[src/rtl/tejuino_pkg.sv]
// Shared definitions for the three-stage register/ALU/RAM datapath:
// instruction fields, opcodes, the NOP encoding and issue FSM states.
package tejuino_pkg;

    localparam int unsigned INSTR_W = 17;

    localparam logic [1:0] OP_ALU   = 2'b00;
    localparam logic [1:0] OP_STORE = 2'b01;
    localparam logic [1:0] OP_LOAD  = 2'b10;
    localparam logic [1:0] OP_NOP   = 2'b11;

    localparam int unsigned OP_MSB  = 16;
    localparam int unsigned OP_LSB  = 15;
    localparam int unsigned RD_MSB  = 14;
    localparam int unsigned RD_LSB  = 10;
    localparam int unsigned RS1_MSB = 9;
    localparam int unsigned RS1_LSB = 5;
    localparam int unsigned RS2_MSB = 4;
    localparam int unsigned RS2_LSB = 0;

    localparam logic [INSTR_W-1:0] NOP_INSTR = 17'h18000;

    typedef enum logic [2:0] {
        StIdle,
        StFetch,
        StRun,
        StDrain,
        StDone
    } issue_state_t;

    typedef struct packed {
        logic       wr;
        logic [4:0] rd;
    } sb_entry_t;

    // Only ALU instructions write back to the register file.
    function automatic logic writes_rd(input logic [1:0] opcode);
        return opcode == OP_ALU;
    endfunction

endpackage

[src/rtl/instr_issue_if.sv]
// Bus between the issue unit, its instruction ROM and the run controller.
// master = issue unit side, slave = environment (ROM + controller) side.
interface instr_issue_if #(
    parameter int unsigned ADDR_W = 8
);
    logic                              start;
    logic [ADDR_W:0]                   prog_len;
    logic [ADDR_W-1:0]                 imem_addr;
    logic                              imem_en;
    logic [tejuino_pkg::INSTR_W-1:0]   imem_rdata;
    logic [tejuino_pkg::INSTR_W-1:0]   instr;
    logic                              busy;
    logic                              done;
    logic [15:0]                       stall_count;

    modport master (
        input  start, prog_len, imem_rdata,
        output imem_addr, imem_en, instr, busy, done, stall_count
    );

    modport slave (
        output start, prog_len, imem_rdata,
        input  imem_addr, imem_en, instr, busy, done, stall_count
    );
endinterface

[src/rtl/instr_issue_hazard_scoreboard.sv]
// Shift register of recently issued slots plus RAW comparators against the
// candidate's source registers.
module hazard_scoreboard
    import tejuino_pkg::*;
#(
    parameter int unsigned HAZARD_DEPTH = 2
) (
    input  logic       clk,
    input  logic       rst,
    input  logic       i_clear,
    input  logic       i_shift,
    input  logic       i_wr,
    input  logic [4:0] i_rd,
    input  logic [4:0] i_rs1,
    input  logic [4:0] i_rs2,
    output logic       o_hazard
);

    sb_entry_t r_sb [HAZARD_DEPTH];

    always_ff @(posedge clk or posedge rst) begin
        if (rst) begin
            for (int i = 0; i < int'(HAZARD_DEPTH); i++) r_sb[i] <= '0;
        end else if (i_clear) begin
            for (int i = 0; i < int'(HAZARD_DEPTH); i++) r_sb[i] <= '0;
        end else if (i_shift) begin
            r_sb[0] <= '{wr: i_wr, rd: i_rd};
            for (int i = 1; i < int'(HAZARD_DEPTH); i++) r_sb[i] <= r_sb[i-1];
        end
    end

    // Both source fields are compared regardless of opcode (conservative).
    always_comb begin
        o_hazard = 1'b0;
        for (int i = 0; i < int'(HAZARD_DEPTH); i++) begin
            if (r_sb[i].wr && ((r_sb[i].rd == i_rs1) || (r_sb[i].rd == i_rs2))) begin
                o_hazard = 1'b1;
            end
        end
    end

endmodule

[src/rtl/instr_issue.sv]
// Fetch-and-issue unit: streams a program from a synchronous ROM into the
// datapath, inserting NOP bubbles on RAW hazards and draining at the end.
module instr_issue
    import tejuino_pkg::*;
#(
    parameter int unsigned ADDR_W       = 8,
    parameter int unsigned HAZARD_DEPTH = 2,
    parameter int unsigned DRAIN_CYCLES = 2
) (
    input logic           clk,
    input logic           rst,
    instr_issue_if.master io_bus
);

    localparam int unsigned DW = (DRAIN_CYCLES > 1) ? $clog2(DRAIN_CYCLES) : 1;
    localparam logic [DW-1:0] DRAIN_LAST = DW'(DRAIN_CYCLES - 1);

    issue_state_t          r_state, w_state_next;
    logic [ADDR_W:0]       r_prog_len;
    logic [ADDR_W-1:0]     r_addr;
    logic [ADDR_W-1:0]     r_issue_idx;
    logic [INSTR_W-1:0]    r_instr;
    logic [15:0]           r_stall;
    logic [DW-1:0]         r_drain_cnt;

    logic [INSTR_W-1:0]    w_cand;
    logic                  w_hazard;
    logic                  w_issue;
    logic                  w_last;
    logic                  w_more;

    assign w_cand  = io_bus.imem_rdata;
    assign w_issue = (r_state == StRun) && !w_hazard;
    assign w_last  = ({1'b0, r_issue_idx} == (r_prog_len - 1'b1));
    assign w_more  = ({1'b0, r_addr} < r_prog_len);

    hazard_scoreboard #(
        .HAZARD_DEPTH (HAZARD_DEPTH)
    ) u_scoreboard (
        .clk      (clk),
        .rst      (rst),
        .i_clear  (r_state == StIdle),
        .i_shift  (r_state != StIdle),
        .i_wr     (w_issue && writes_rd(w_cand[OP_MSB:OP_LSB])),
        .i_rd     (w_cand[RD_MSB:RD_LSB]),
        .i_rs1    (w_cand[RS1_MSB:RS1_LSB]),
        .i_rs2    (w_cand[RS2_MSB:RS2_LSB]),
        .o_hazard (w_hazard)
    );

    always_ff @(posedge clk or posedge rst) begin
        if (rst) r_state <= StIdle;
        else     r_state <= w_state_next;
    end

    always_comb begin
        w_state_next = r_state;
        case (r_state)
            StIdle: begin
                if (io_bus.start) w_state_next = (io_bus.prog_len != '0) ? StFetch : StDone;
            end
            StFetch: w_state_next = StRun;
            StRun: begin
                if (w_issue && w_last) w_state_next = StDrain;
            end
            StDrain: begin
                if (r_drain_cnt == DRAIN_LAST) w_state_next = StDone;
            end
            StDone:  w_state_next = StIdle;
            default: w_state_next = StIdle;
        endcase
    end

    always_comb begin
        io_bus.imem_en = (r_state == StFetch) || (w_issue && w_more);
        io_bus.busy    = (r_state == StFetch) || (r_state == StRun) || (r_state == StDrain);
        io_bus.done    = (r_state == StDone);
    end

    always_ff @(posedge clk or posedge rst) begin
        if (rst) begin
            r_prog_len  <= '0;
            r_addr      <= '0;
            r_issue_idx <= '0;
            r_instr     <= NOP_INSTR;
            r_stall     <= '0;
            r_drain_cnt <= '0;
        end else begin
            r_instr     <= w_issue ? w_cand : NOP_INSTR;
            r_drain_cnt <= (r_state == StDrain) ? r_drain_cnt + 1'b1 : '0;
            case (r_state)
                StIdle: begin
                    if (io_bus.start) begin
                        r_stall <= '0;
                        if (io_bus.prog_len != '0) begin
                            r_prog_len <= io_bus.prog_len;
                            r_addr     <= '0;
                        end
                    end
                end
                StFetch: begin
                    r_addr      <= ADDR_W'(1);
                    r_issue_idx <= '0;
                end
                StRun: begin
                    // A stall holds the ROM address so the candidate stays put.
                    if (w_hazard) begin
                        if (r_stall != 16'hFFFF) r_stall <= r_stall + 1'b1;
                    end else begin
                        r_issue_idx <= r_issue_idx + 1'b1;
                        if (w_more) r_addr <= r_addr + 1'b1;
                    end
                end
                default: ;
            endcase
        end
    end

    assign io_bus.imem_addr   = r_addr;
    assign io_bus.instr       = r_instr;
    assign io_bus.stall_count = r_stall;

endmodule

[src/flat_wrapper.sv]
// flat-port wrapper written by rule: the top's interface ports become plain ports
module instr_issue_flat import tejuino_pkg::*;
#(
    parameter int unsigned ADDR_W       = 8,
    parameter int unsigned HAZARD_DEPTH = 2,
    parameter int unsigned DRAIN_CYCLES = 2
)
  (clk, rst, io_bus_start, io_bus_prog_len, io_bus_imem_rdata, io_bus_imem_addr, io_bus_imem_en, io_bus_instr, io_bus_busy, io_bus_done, io_bus_stall_count);
  instr_issue_if #(.ADDR_W(ADDR_W)) io_bus_i ();
  input logic clk;
  input logic rst;
  input wire logic [$bits(io_bus_i.start)-1:0] io_bus_start;
  input wire logic [$bits(io_bus_i.prog_len)-1:0] io_bus_prog_len;
  input wire logic [$bits(io_bus_i.imem_rdata)-1:0] io_bus_imem_rdata;
  output wire logic [$bits(io_bus_i.imem_addr)-1:0] io_bus_imem_addr;
  output wire logic [$bits(io_bus_i.imem_en)-1:0] io_bus_imem_en;
  output wire logic [$bits(io_bus_i.instr)-1:0] io_bus_instr;
  output wire logic [$bits(io_bus_i.busy)-1:0] io_bus_busy;
  output wire logic [$bits(io_bus_i.done)-1:0] io_bus_done;
  output wire logic [$bits(io_bus_i.stall_count)-1:0] io_bus_stall_count;
  assign io_bus_i.start = io_bus_start;
  assign io_bus_i.prog_len = io_bus_prog_len;
  assign io_bus_i.imem_rdata = io_bus_imem_rdata;
  assign io_bus_imem_addr = io_bus_i.imem_addr;
  assign io_bus_imem_en = io_bus_i.imem_en;
  assign io_bus_instr = io_bus_i.instr;
  assign io_bus_busy = io_bus_i.busy;
  assign io_bus_done = io_bus_i.done;
  assign io_bus_stall_count = io_bus_i.stall_count;
  instr_issue #(.ADDR_W(ADDR_W), .HAZARD_DEPTH(HAZARD_DEPTH), .DRAIN_CYCLES(DRAIN_CYCLES)) u_core (.clk(clk), .rst(rst), .io_bus(io_bus_i));
endmodule
[config.mk]
export PLATFORM = sky130hd
export DESIGN_NAME = instr_issue_flat
export DESIGN_NICKNAME = d
export VERILOG_FILES = /design/src/rtl/tejuino_pkg.sv /design/src/rtl/instr_issue_if.sv /design/src/rtl/instr_issue_hazard_scoreboard.sv /design/src/rtl/instr_issue.sv /design/src/flat_wrapper.sv
export SDC_FILE = /design/constraint.sdc
export NUM_CORES = 1
export LEC_CHECK = 0
export BUFFER_PORTS_ARGS = -buffer_cell sky130_fd_sc_hd__buf_2
export CORE_MARGIN = 2
export CORE_UTILIZATION = 50
export CTS_CLUSTER_DIAMETER = 200
export DETAILED_ROUTE_END_ITERATION = 7
export PLACE_DENSITY = 0.76
export SYNTH_ARGS = -nofsm -noshare
export SYNTH_HDL_FRONTEND = slang
export SYNTH_SLANG_ARGS = --single-unit
[constraint.sdc]
create_clock -name clk -period 2.36 [get_ports clk]
set_clock_uncertainty 0.2 [all_clocks]
set_input_delay 0.472 -clock clk [delete_from_list [all_inputs] [get_ports clk]]
set_output_delay 0.472 -clock clk [all_outputs]
set_load 0.02 [all_outputs]
==> results by stage, run 1 <==
Outcome:
- The flow ran to the end, but the final reports show violations.
- The checks that failed: negative setup slack.

Yosys:
- Counting flops with an async set or reset pin after synthesis yields a share of 100%.
- A synthesized cell averages 10.1 um^2.
- The synthesized netlist contains 51 unique library cells.
- When the netlist entered floorplanning its net count stood at 436.
- Yosys printed 0 warnings.
- The post-synthesis instance area is 0.00399 mm^2.
- The count of flip-flops with a built-in enable after synthesis is 0.
- The most used flip-flop cell after synthesis is dfrtp_1.
- The number of flip-flops and latches in the synthesized netlist is 74.
- The portion of synthesized cell area occupied by the leading cell type is 45.1%.
- Counting instances in the post-synthesis netlist gives the leading cell types as dfrtp_1, nand2_1, a21oi_1, xnor2_1, and2_1.
- The cell type with the largest total area after synthesis is dfrtp_1.
- The dominant cell by count in the synthesized netlist is dfrtp_1.
- The cell count after synthesis came out at 396.
- By area the synthesized netlist is led by dfrtp_1, xnor2_1, and2_1, ha_1, a21oi_1.
- The share of the Yosys chip area taken by registers is 46.4%.

Routing:
- The mean routed wirelength per cell is 15.8 um.
- Dividing the detail-routed via count by the number of cells gives 5.58.
- In the routed design, unresolved DRC markers number 0.
- The antenna violation net count after detailed routing is 0.
- The total number of vias is 3507.
- The final layout contains routed wiring with a total length of 9970 um.
- The length of the first detailed-routing pass in iterations is 4.
- The violation count after the first detailed-routing iteration is 142.

Layout:
- The total number of nets in the final design is 562.
- The proportion of layout cells with a drive suffix above 1 is 39.1%.
- The summed area of non-filler cells in the final layout is 0.00531 mm^2.
- The number of inserted diodes is 0.
- The area growth from synthesis to layout is 33.0%.

Floorplan:
- The cell row count is 32.
- The total die area is 0.00872 mm^2.
- In this run the horizontal extent of the chip is 93.4 um.
- The vertical die dimension is 93.4 um.
- In this run the count of I/O pins placed on the die edge is 73.
- The starting density of the core is 51.7%.
- In this run the standard cell core region covers 0.00773 mm^2.

Timing:
- The number of max-slew violations in the final report came to 0.
- Setup repair after global routing could not meet its margin everywhere.
- The actual transition at the worst max-transition pin is 0.604 ns.
- Setup violations remaining at the end of the flow were counted as 9.
- The worst-case headroom to the max-slew limit is 59.7%.
- The routed design could run at a clock period as short as 2.81 ns.
- Dividing the final minimum period by the clock period gives 119%.
- In the post-route analysis, the smallest setup slack over all paths is -0.447 ns.
- The final number of hold-violating endpoints is 0.
- Timing would allow up to 0.356 GHz.

Place:
- Input and output buffers added on the ports amount to 72.
- The congestion estimate from routability-driven global placement came to 0.844.
- Prior to clock tree synthesis, the placed netlist has a worst setup slack of -0.209 ns.
- The half-perimeter wire length after placement is 7060 um.
- The placed instances occupy a cell area of 0.00479 mm^2.

Clock network:
- The number of buffers created by CTS is 9.
- The level count of the clock H-tree is 3.
- The clock edge transition at the registers on the reported setup and hold paths is 0.09 ns.
- The maximum clock path buffer count is 2.
- The insertion delay of the later-clocked pin in the worst-skew pair is 0.37 ns.
- TritonCTS built the clock tree.
- Clock tree synthesis selected as its root buffer the cell clkbuf_8.
- The count of clock tree sinks is 74.

Worst setup path:
- The number of buffers and inverters on the critical path is 1.
- The worst setup path is of the register to output pin kind.
- The worst setup path is captured at an output pin.
- Among the stages of the critical path, the cell type that occurs most often is a211o_1.
- The kind of cell with the highest combined delay on the critical path is compound AO/OA/AOI/OAI gates.
- The required time at the worst-slack endpoint is 1.69 ns.
- STA puts the critical path data arrival time at 2.13 ns.
- The maximum fanout along the worst path is 2.
- The startpoint type of the worst setup path is a register.
- The critical path goes through ha_4, a21o_1, a211o_1, a211o_1, and2_4, o21ai_4, buf_6.
- The largest single stage delay on the critical path is 0.44 ns.
- On the critical path, the stage with the largest delay is an instance of dfrtp_2.

Global routing:
- The first-pass GRT wire length is 16300 um.
- Global routing used 23.9% of the available tracks.
- The remaining global-route overflow is 0.
- Entering global routing, the biggest net connects 30 pins.
- The number of antenna violations at the first check in global routing is 0.
- The via count of the first global-routing pass is 3405.

Min path:
- In this run the worst hold path is classified as input pin to register.

Pwr:
- The analysis attributes to cell leakage a power of 2.47 nW.
- Across the VDD grid, the largest voltage drop is 0.646 mV.
- The power density normalized to cell area is 1190 mW/mm^2.

Job:
- The number of maximum-capacitance violations is 0.
where the power goes:
part | switching (mW) | internal, mW
sequential | 0.263 | 1.64
combinational | 1.75 | 1.62
clock | 0.546 | 0.506
total | 2.55 | 3.76
per-stage QoR:
| step | utilization, % | power [mW] | instances | setup TNS (ns) | hold WS (ns) |
|---|---|---|---|---|---|
| floorplan | - | 3.76 | 396 | -0.416 | 0.213 |
| global placement | 62.0 | 4.71 | 599 | -2.23 | 0.227 |
| detailed placement | 62.0 | 4.83 | 599 | -2.47 | 0.234 |
| CTS | 65.6 | 5.97 | 620 | -1.70 | 0.0528 |
| global route | 68.7 | 6.71 | 629 | -2.84 | 0.0784 |
| finish | 68.7 | 6.32 | 629 | -1.41 | 0.0674 |
what timing repair did:
item / CTS / global route
resized for setup: 10 / 36
hold endpoints to repair: 23 / 0
setup endpoints to repair: 7 / 23
setup buffers: 4 / 9
pin swaps: 1 / 19
hold buffers: 1 / 0
cloned: 0 / 2
worst paths after layout:
kind | cells after the start | slack [ns] | endpoint | from
min in group asynchronous | 3 | 0.53 | u_core.r_issue_idx[1] | rst
worst max-delay path | 7 | -0.45 | io_bus_imem_en | u_core.io_bus.imem_addr[6]
worst min-delay path | 2 | 0.07 | u_core.u_scoreboard.r_sb[11] | io_bus_imem_rdata[16]
worst min register to register | 1 | 0.24 | u_core.r_drain_cnt | u_core.r_drain_cnt
worst max register to register | 8 | -0.23 | u_core.io_bus.imem_addr[6] | u_core.io_bus.imem_addr[6]
max in group asynchronous | 4 | 0.84 | u_core.io_bus.instr[16] | rst
layout make-up:
cell class | count | area (um^2)
Clock inverter | 7 | 82.6
Inverter | 15 | 60.1
Fill cell | 590 | 2420
Timing Repair Buffer | 132 | 882
Tap cell | 102 | 128
Clock buffer | 9 | 124
Sequential cell | 74 | 1860
Multi-Input combinational cell | 290 | 2180
cells by family (layout without fill, tap and decap cells):
logic type / count (synthesis) / in the layout / share of synthesized area [%]
simple gates: 153 / 153 / 22.1
buf+inv: 32 / 163 / 3.98
fa+ha+maj: 11 / 11 / 3.45
compound gates: 80 / 80 / 13.2
flops: 74 / 74 / 46.4
xor+xnor: 32 / 32 / 7.02
mux: 14 / 14 / 3.82
metal layers:
layer  vias to the layer above  part of all wire, %  global-route usage, %
met3                        21                  4.8                   4.19
met4                         0                  2.4                   7.84
li1                       1691                    -                      -
met5                         -                    0                      0
met2                        94                   50                   41.1
met1                      1701                   42                   30.4
sequential cells by signal (all words and copies together), names as in the netlist:
register,cells
u_core.io_bus.imem_addr,8
u_core.io_bus.instr,17
u_core.io_bus.stall_count,16
u_core.r_drain_cnt,1
u_core.r_issue_idx,8
u_core.r_prog_len,9
u_core.r_state,3
u_core.u_scoreboard.r_sb,12
layout by cell type, fill, tap and decap left out, drive strengths merged, types with 3 or more instances in the layout:
cell type / synthesis / final
o21a: 3 / 3
a31o: 3 / 3
or3: 10 / 10
a211oi: 3 / 3
mux2i: 4 / 4
nand4: 13 / 13
mux2: 10 / 10
nor3: 10 / 10
nor2: 13 / 13
xor2: 9 / 9
inv: 15 / 18
a21oi: 23 / 23
nor4: 5 / 5
clkbuf: 8 / 11
a211o: 3 / 3
and3: 6 / 6
nor2b: 12 / 12
xnor2: 23 / 23
nand2: 28 / 28
o211ai: 3 / 3
nand2b: 3 / 3
a21o: 3 / 3
or4: 10 / 10
o21ai: 18 / 18
nand3: 12 / 12
o31ai: 9 / 9
ha: 11 / 11
and2: 22 / 22
dfrtp: 72 / 72
clkinvlp: 0 / 3
nand4b: 3 / 3
buf: 9 / 129
Note: power is estimated with default switching activity, not from simulation.
==> run 2: changes to the inputs <==
--- a/config.mk
+++ b/config.mk
@@ -7,10 +7,11 @@
 export LEC_CHECK = 0
 export BUFFER_PORTS_ARGS = -buffer_cell sky130_fd_sc_hd__buf_2
 export CORE_MARGIN = 2
-export CORE_UTILIZATION = 50
+export CORE_UTILIZATION = 51
 export CTS_CLUSTER_DIAMETER = 200
 export DETAILED_ROUTE_END_ITERATION = 7
-export PLACE_DENSITY = 0.76
+export PLACE_DENSITY = 0.89
 export SYNTH_ARGS = -nofsm -noshare
 export SYNTH_HDL_FRONTEND = slang
+export SYNTH_HIERARCHICAL = 1
 export SYNTH_SLANG_ARGS = --single-unit
==> results by stage, run 2 <==
Worst setup path:
- The critical path depth in cells came to 11 (+4).
- The arrival time at the worst endpoint is 2.85 ns (+0.72 ns).
- The slowest stage of the critical path belongs to the cell or4_4.
- The startpoint type of the worst setup path is a register.
- The critical path launch point is u_core/u_scoreboard/r_sb[9].
- The last element of the critical path is u_core/io_bus.stall_count[5].
- The number of buffers and inverters on the critical path is 1 (unchanged).
- The worst reg-to-reg path cell count is 11 (+3).
- The required time at the worst-slack endpoint is 2.43 ns (+0.74 ns).
- The worst setup slack for register-to-register paths is -0.42 ns (-0.19 ns).
- Traced cell by cell, the critical path runs through xor2_1, nor4_2, and3_1, a31oi_2, nand3_2, buf_4, mux2_4, nand2_4, a21o_1, or4_4, a21oi_2.
- The endpoint of the worst-slack reg-to-reg timing path is u_core/io_bus.stall_count[5].
- The setup path with the least slack is of type register to register.
- The startpoint of the worst-slack reg-to-reg timing path is u_core/u_scoreboard/r_sb[9].
- The delay of the slowest critical-path stage came to 0.48 ns (+0.04 ns).
- The critical path capture point type is a register.
- The kind of cell with the highest combined delay on the critical path is simple AND/OR/NAND/NOR gates.
- The maximum fanout along the worst path is 4 (+2).

Timing:
- The number of max-slew violations in the final report is 0 (unchanged).
- Setup repair after global routing could not meet its margin everywhere.
- The final number of hold-violating endpoints is 0 (unchanged).
- The total negative slack is -10.09 ns (-8.68 ns).
- The final critical-path share of the clock period is 118% (-0.99 points).
- The clock period minus worst slack is 2.78 ns (-0.0233 ns).
- The least setup slack across all paths after layout came to -0.424 ns (+0.0233 ns).
- The highest clock frequency the design can meet is 0.359 GHz (+0.84%).
- The worst-case headroom to the max-slew limit is 49.9% (-9.8 points).
- The actual transition at the worst max-transition pin is 0.747 ns (+0.143 ns).
- The number of setup violations in the final report came to 46 (+37).
- The minimum hold slack is 0.159 ns (+0.0916 ns).

Yosys:
- The portion of synthesized cell area occupied by the leading cell type is 44.4% (-0.71 points).
- The synthesized netlist net count was 455 (+4.4%).
- The count of flip-flops with a built-in enable after synthesis is 0 (unchanged).
- By area the synthesized netlist is led by dfrtp_1, xor2_1, mux2i_1, nor2_1, nand2_1.
- The part of the Yosys area used for sequential elements is 45.7% (-0.73 points).
- In the synthesized netlist, the cells that appear most often are dfrtp_1, nor2_1, nand2_1.
- The count of warnings emitted by yosys is 6 (+6).
- The share of flip-flops with an asynchronous set or reset after synthesis is 100% (unchanged).
- In the synthesized netlist the dominant register cell turns out to be dfrtp_1.
- The number of flip-flops and latches in the synthesized netlist came to 74 (unchanged).
- The count of different cell masters after synthesis is 55 (+7.8%).
- The cell type with the largest total area after synthesis is dfrtp_1.
- The post-synthesis instance area is 0.00406 mm^2 (+1.6%).
- The mean post-synth cell area is 9.77 um^2 (-3.1%).
- The number of standard cells after synthesis is 415 (+4.8%).
- The dominant cell by count in the synthesized netlist is dfrtp_1.

Outcome:
- The flow ran to the end, but the final reports show violations.
- The final reports fail on negative setup slack.

Layout:
- In the layout the commonest cells are buf_2, dfrtp_1, buf_4.
- The multi-input gate area in the final layout is 0.00234 mm^2 (+7.3%).
- The number of fill cells is 511 (-13%).
- The library cell used most frequently in the layout, excluding fill and tap cells, is buf_2.
- The number of standard cells in the layout, taps in and fillers out is 657 (+4.5%).
- The summed area of non-filler cells in the final layout came to 0.00552 mm^2 (+3.9%).
- The proportion of layout cells with a drive suffix above 1 is 36.9% (-2.2 points).
- The footprint of the flip-flops and latches is 0.00186 mm^2 (+0.13%).
- The post-layout utilization of the core is 71.4% (+2.7 points).
- From synthesis to final layout, the design area changed by 36.0%.
- The total number of nets in the final design is 590 (+5.0%).
- The number of inserted diodes is 0 (unchanged).
- The number of flip-flops under the largest register name is 17 (unchanged).

Place:
- The number of cells in the design after placement is 623 (+4.0%).
- The pre-CTS worst setup slack came to -0.433 ns (-0.224 ns).
- The half-perimeter wire length after placement is 7680 um (+8.8%).
- The global placement routability congestion came to 0.887 (+5.1%).
- The quantity of I/O buffers inserted on ports was 72 (unchanged).
- The placed cell area came to 0.00491 mm^2 (+2.6%).

Clock network:
- The cell at the root of the clock tree is clkbuf_8.
- The level count of the clock H-tree is 3 (unchanged).
- The count of clock tree sinks came to 74 (unchanged).
- The number of buffers created by CTS is 9 (unchanged).
- The insertion delay of the later-clocked pin in the worst-skew pair was 0.34 ns (-0.03 ns).
- The maximum clock path buffer count was 2 (unchanged).
- The clock edge transition at the registers on the reported setup and hold paths is 0.08 ns (about the same).
- TritonCTS built the clock tree.

Pwr:
- The fraction of power spent switching nets came to 41.1% (+0.67 points).
- The power after layout is 6.55 mW (+3.7%).
- The part of the power in registers was 31.3% (+1.2 points).
- The switching power summed over all nets is 2.69 mW (+5.4%).
- The clock network fraction of design power is 15.4% (-1.3 points).
- The internal power is 3.85 mW (+2.5%).
- The power density normalized to cell area is 1190 mW/mm^2 (-0.22%).
- The worst voltage drop across the vdd grid is 0.841 mV (+30%).
- The share of power burned in combinational logic came to 53.3% (about the same).
- The standby leakage power is 2.77 nW (+12%).

Floorplan:
- The cell row count is 32 (unchanged).
- The vertical die dimension is 93.2 um (-0.19%).
- The starting density of the core is 52.5% (+0.83 points).
- The core area is 0.00773 mm^2 (unchanged).
- The total die area is 0.00868 mm^2 (-0.37%).
- The overall die width came to 93.2 um (-0.19%).
- The count of boundary I/O pins is 73 (unchanged).

Routing:
- The total number of vias was 3858 (+10%).
- The length of the first detailed-routing pass in iterations came to 5 (+1).
- The mean routed wirelength per cell was 17.6 um (+11%).
- The final routed wirelength across all metal layers is 11600 um (+16%).
- The antenna violation net count after detailed routing is 0 (unchanged).
- The remaining design rule violation count is 0 (unchanged).
- The violation count after the first detailed-routing iteration is 213 (+50%).
- The ratio of routed vias to standard cells was 5.87 (+5.3%).

Min path:
- The start point of the worst min-delay path is io_bus_prog_len[5].
- The type of the most critical hold path is input pin to register.

Job:
- The number of maximum-capacitance violations is 0 (unchanged).

Global routing:
- The number of antenna violations at the first check in global routing came to 0 (unchanged).
- The first-pass GRT wire length is 18500 um (+14%).
- The global-route total usage across every layer is 27.2% (+3.4 points).
- The remaining global-route overflow is 0 (unchanged).
- The via count of the first global-routing pass is 3971 (+17%).
- The maximum number of pins on one net before global-route repair is 33 (+10%).
==> run 2: power by group through the flow <==
| stage | logic, mW | registers [mW] | clock network [mW] |
|---|---|---|---|
| after floorplan | 1.64 | 2.17 | 0 |
| after global placement | 2.68 | 2.03 | 0 |
| after detailed placement | 2.82 | 2.04 | 0 |
| after CTS | 3.15 | 2.03 | 1.02 |
| after global routing | 3.75 | 2.10 | 1.09 |
| final | 3.49 | 2.05 | 1.01 |
==> run 2: worst min path at each step <==
| stage | end | slack (ns) | depth (start not counted) |
|---|---|---|---|
| 5_1_grt | u_core/io_bus.instr[13] | 0.16 | 2 |
| 3_5_place_dp | u_core/r_drain_cnt | 0.26 | 1 |
| 4_1_cts | u_core/r_prog_len[4] | 0.15 | 3 |
| 2_1_floorplan | u_core/u_scoreboard/r_sb[0] | 0.14 | 1 |
| 6_report | u_core/r_prog_len[5] | 0.16 | 3 |
| 3_3_place_gp | u_core/r_drain_cnt | 0.24 | 1 |
==> run 2: logic make-up after synthesis <==
family                     share of synthesized area [%]
AOI/OAI and AO/OA                                   10.2
xor gates and xnor gates                            9.07
adders and majority gates                           3.39
buffers and inverters                               2.71
DFF                                                 45.7
muxes                                               5.24
and+or+nand+nor                                     23.7
==> run 2: cell type report <==
type | count | share of cell area [%]
clock buffers | 12 | 2.81
flip-flops and latches | 74 | 33.7
multi-input cells | 314 | 42.4
well taps | 102 | 2.31
repair buffers | 139 | 17.1
clock inverters | 4 | 0.907
inverters | 12 | 0.817
==> run 2: what timing repair did <==
action,4_1_cts,5_1_grt
gates cloned,0,1
buffers inserted,13,6
setup endpoints to repair,30,52
gates resized for setup,36,26
hold endpoints to repair,24,0
pin swaps,18,17
hold buffers,1,0
==> run 2: worst min-delay path: stages <==
cell and delay (ns):
buf_2 0.09, nand2_1 0.04, o21ai_0 0.06
==> run 2: routing by layer <==
metal	track usage [%]	vias to the layer above	part of all wire [%]
met5	0	-	0
met2	48.3	197	51
met4	12.4	0	3.4
met3	5.48	46	6.9
met1	31.7	1862	38
li1	-	1753	-
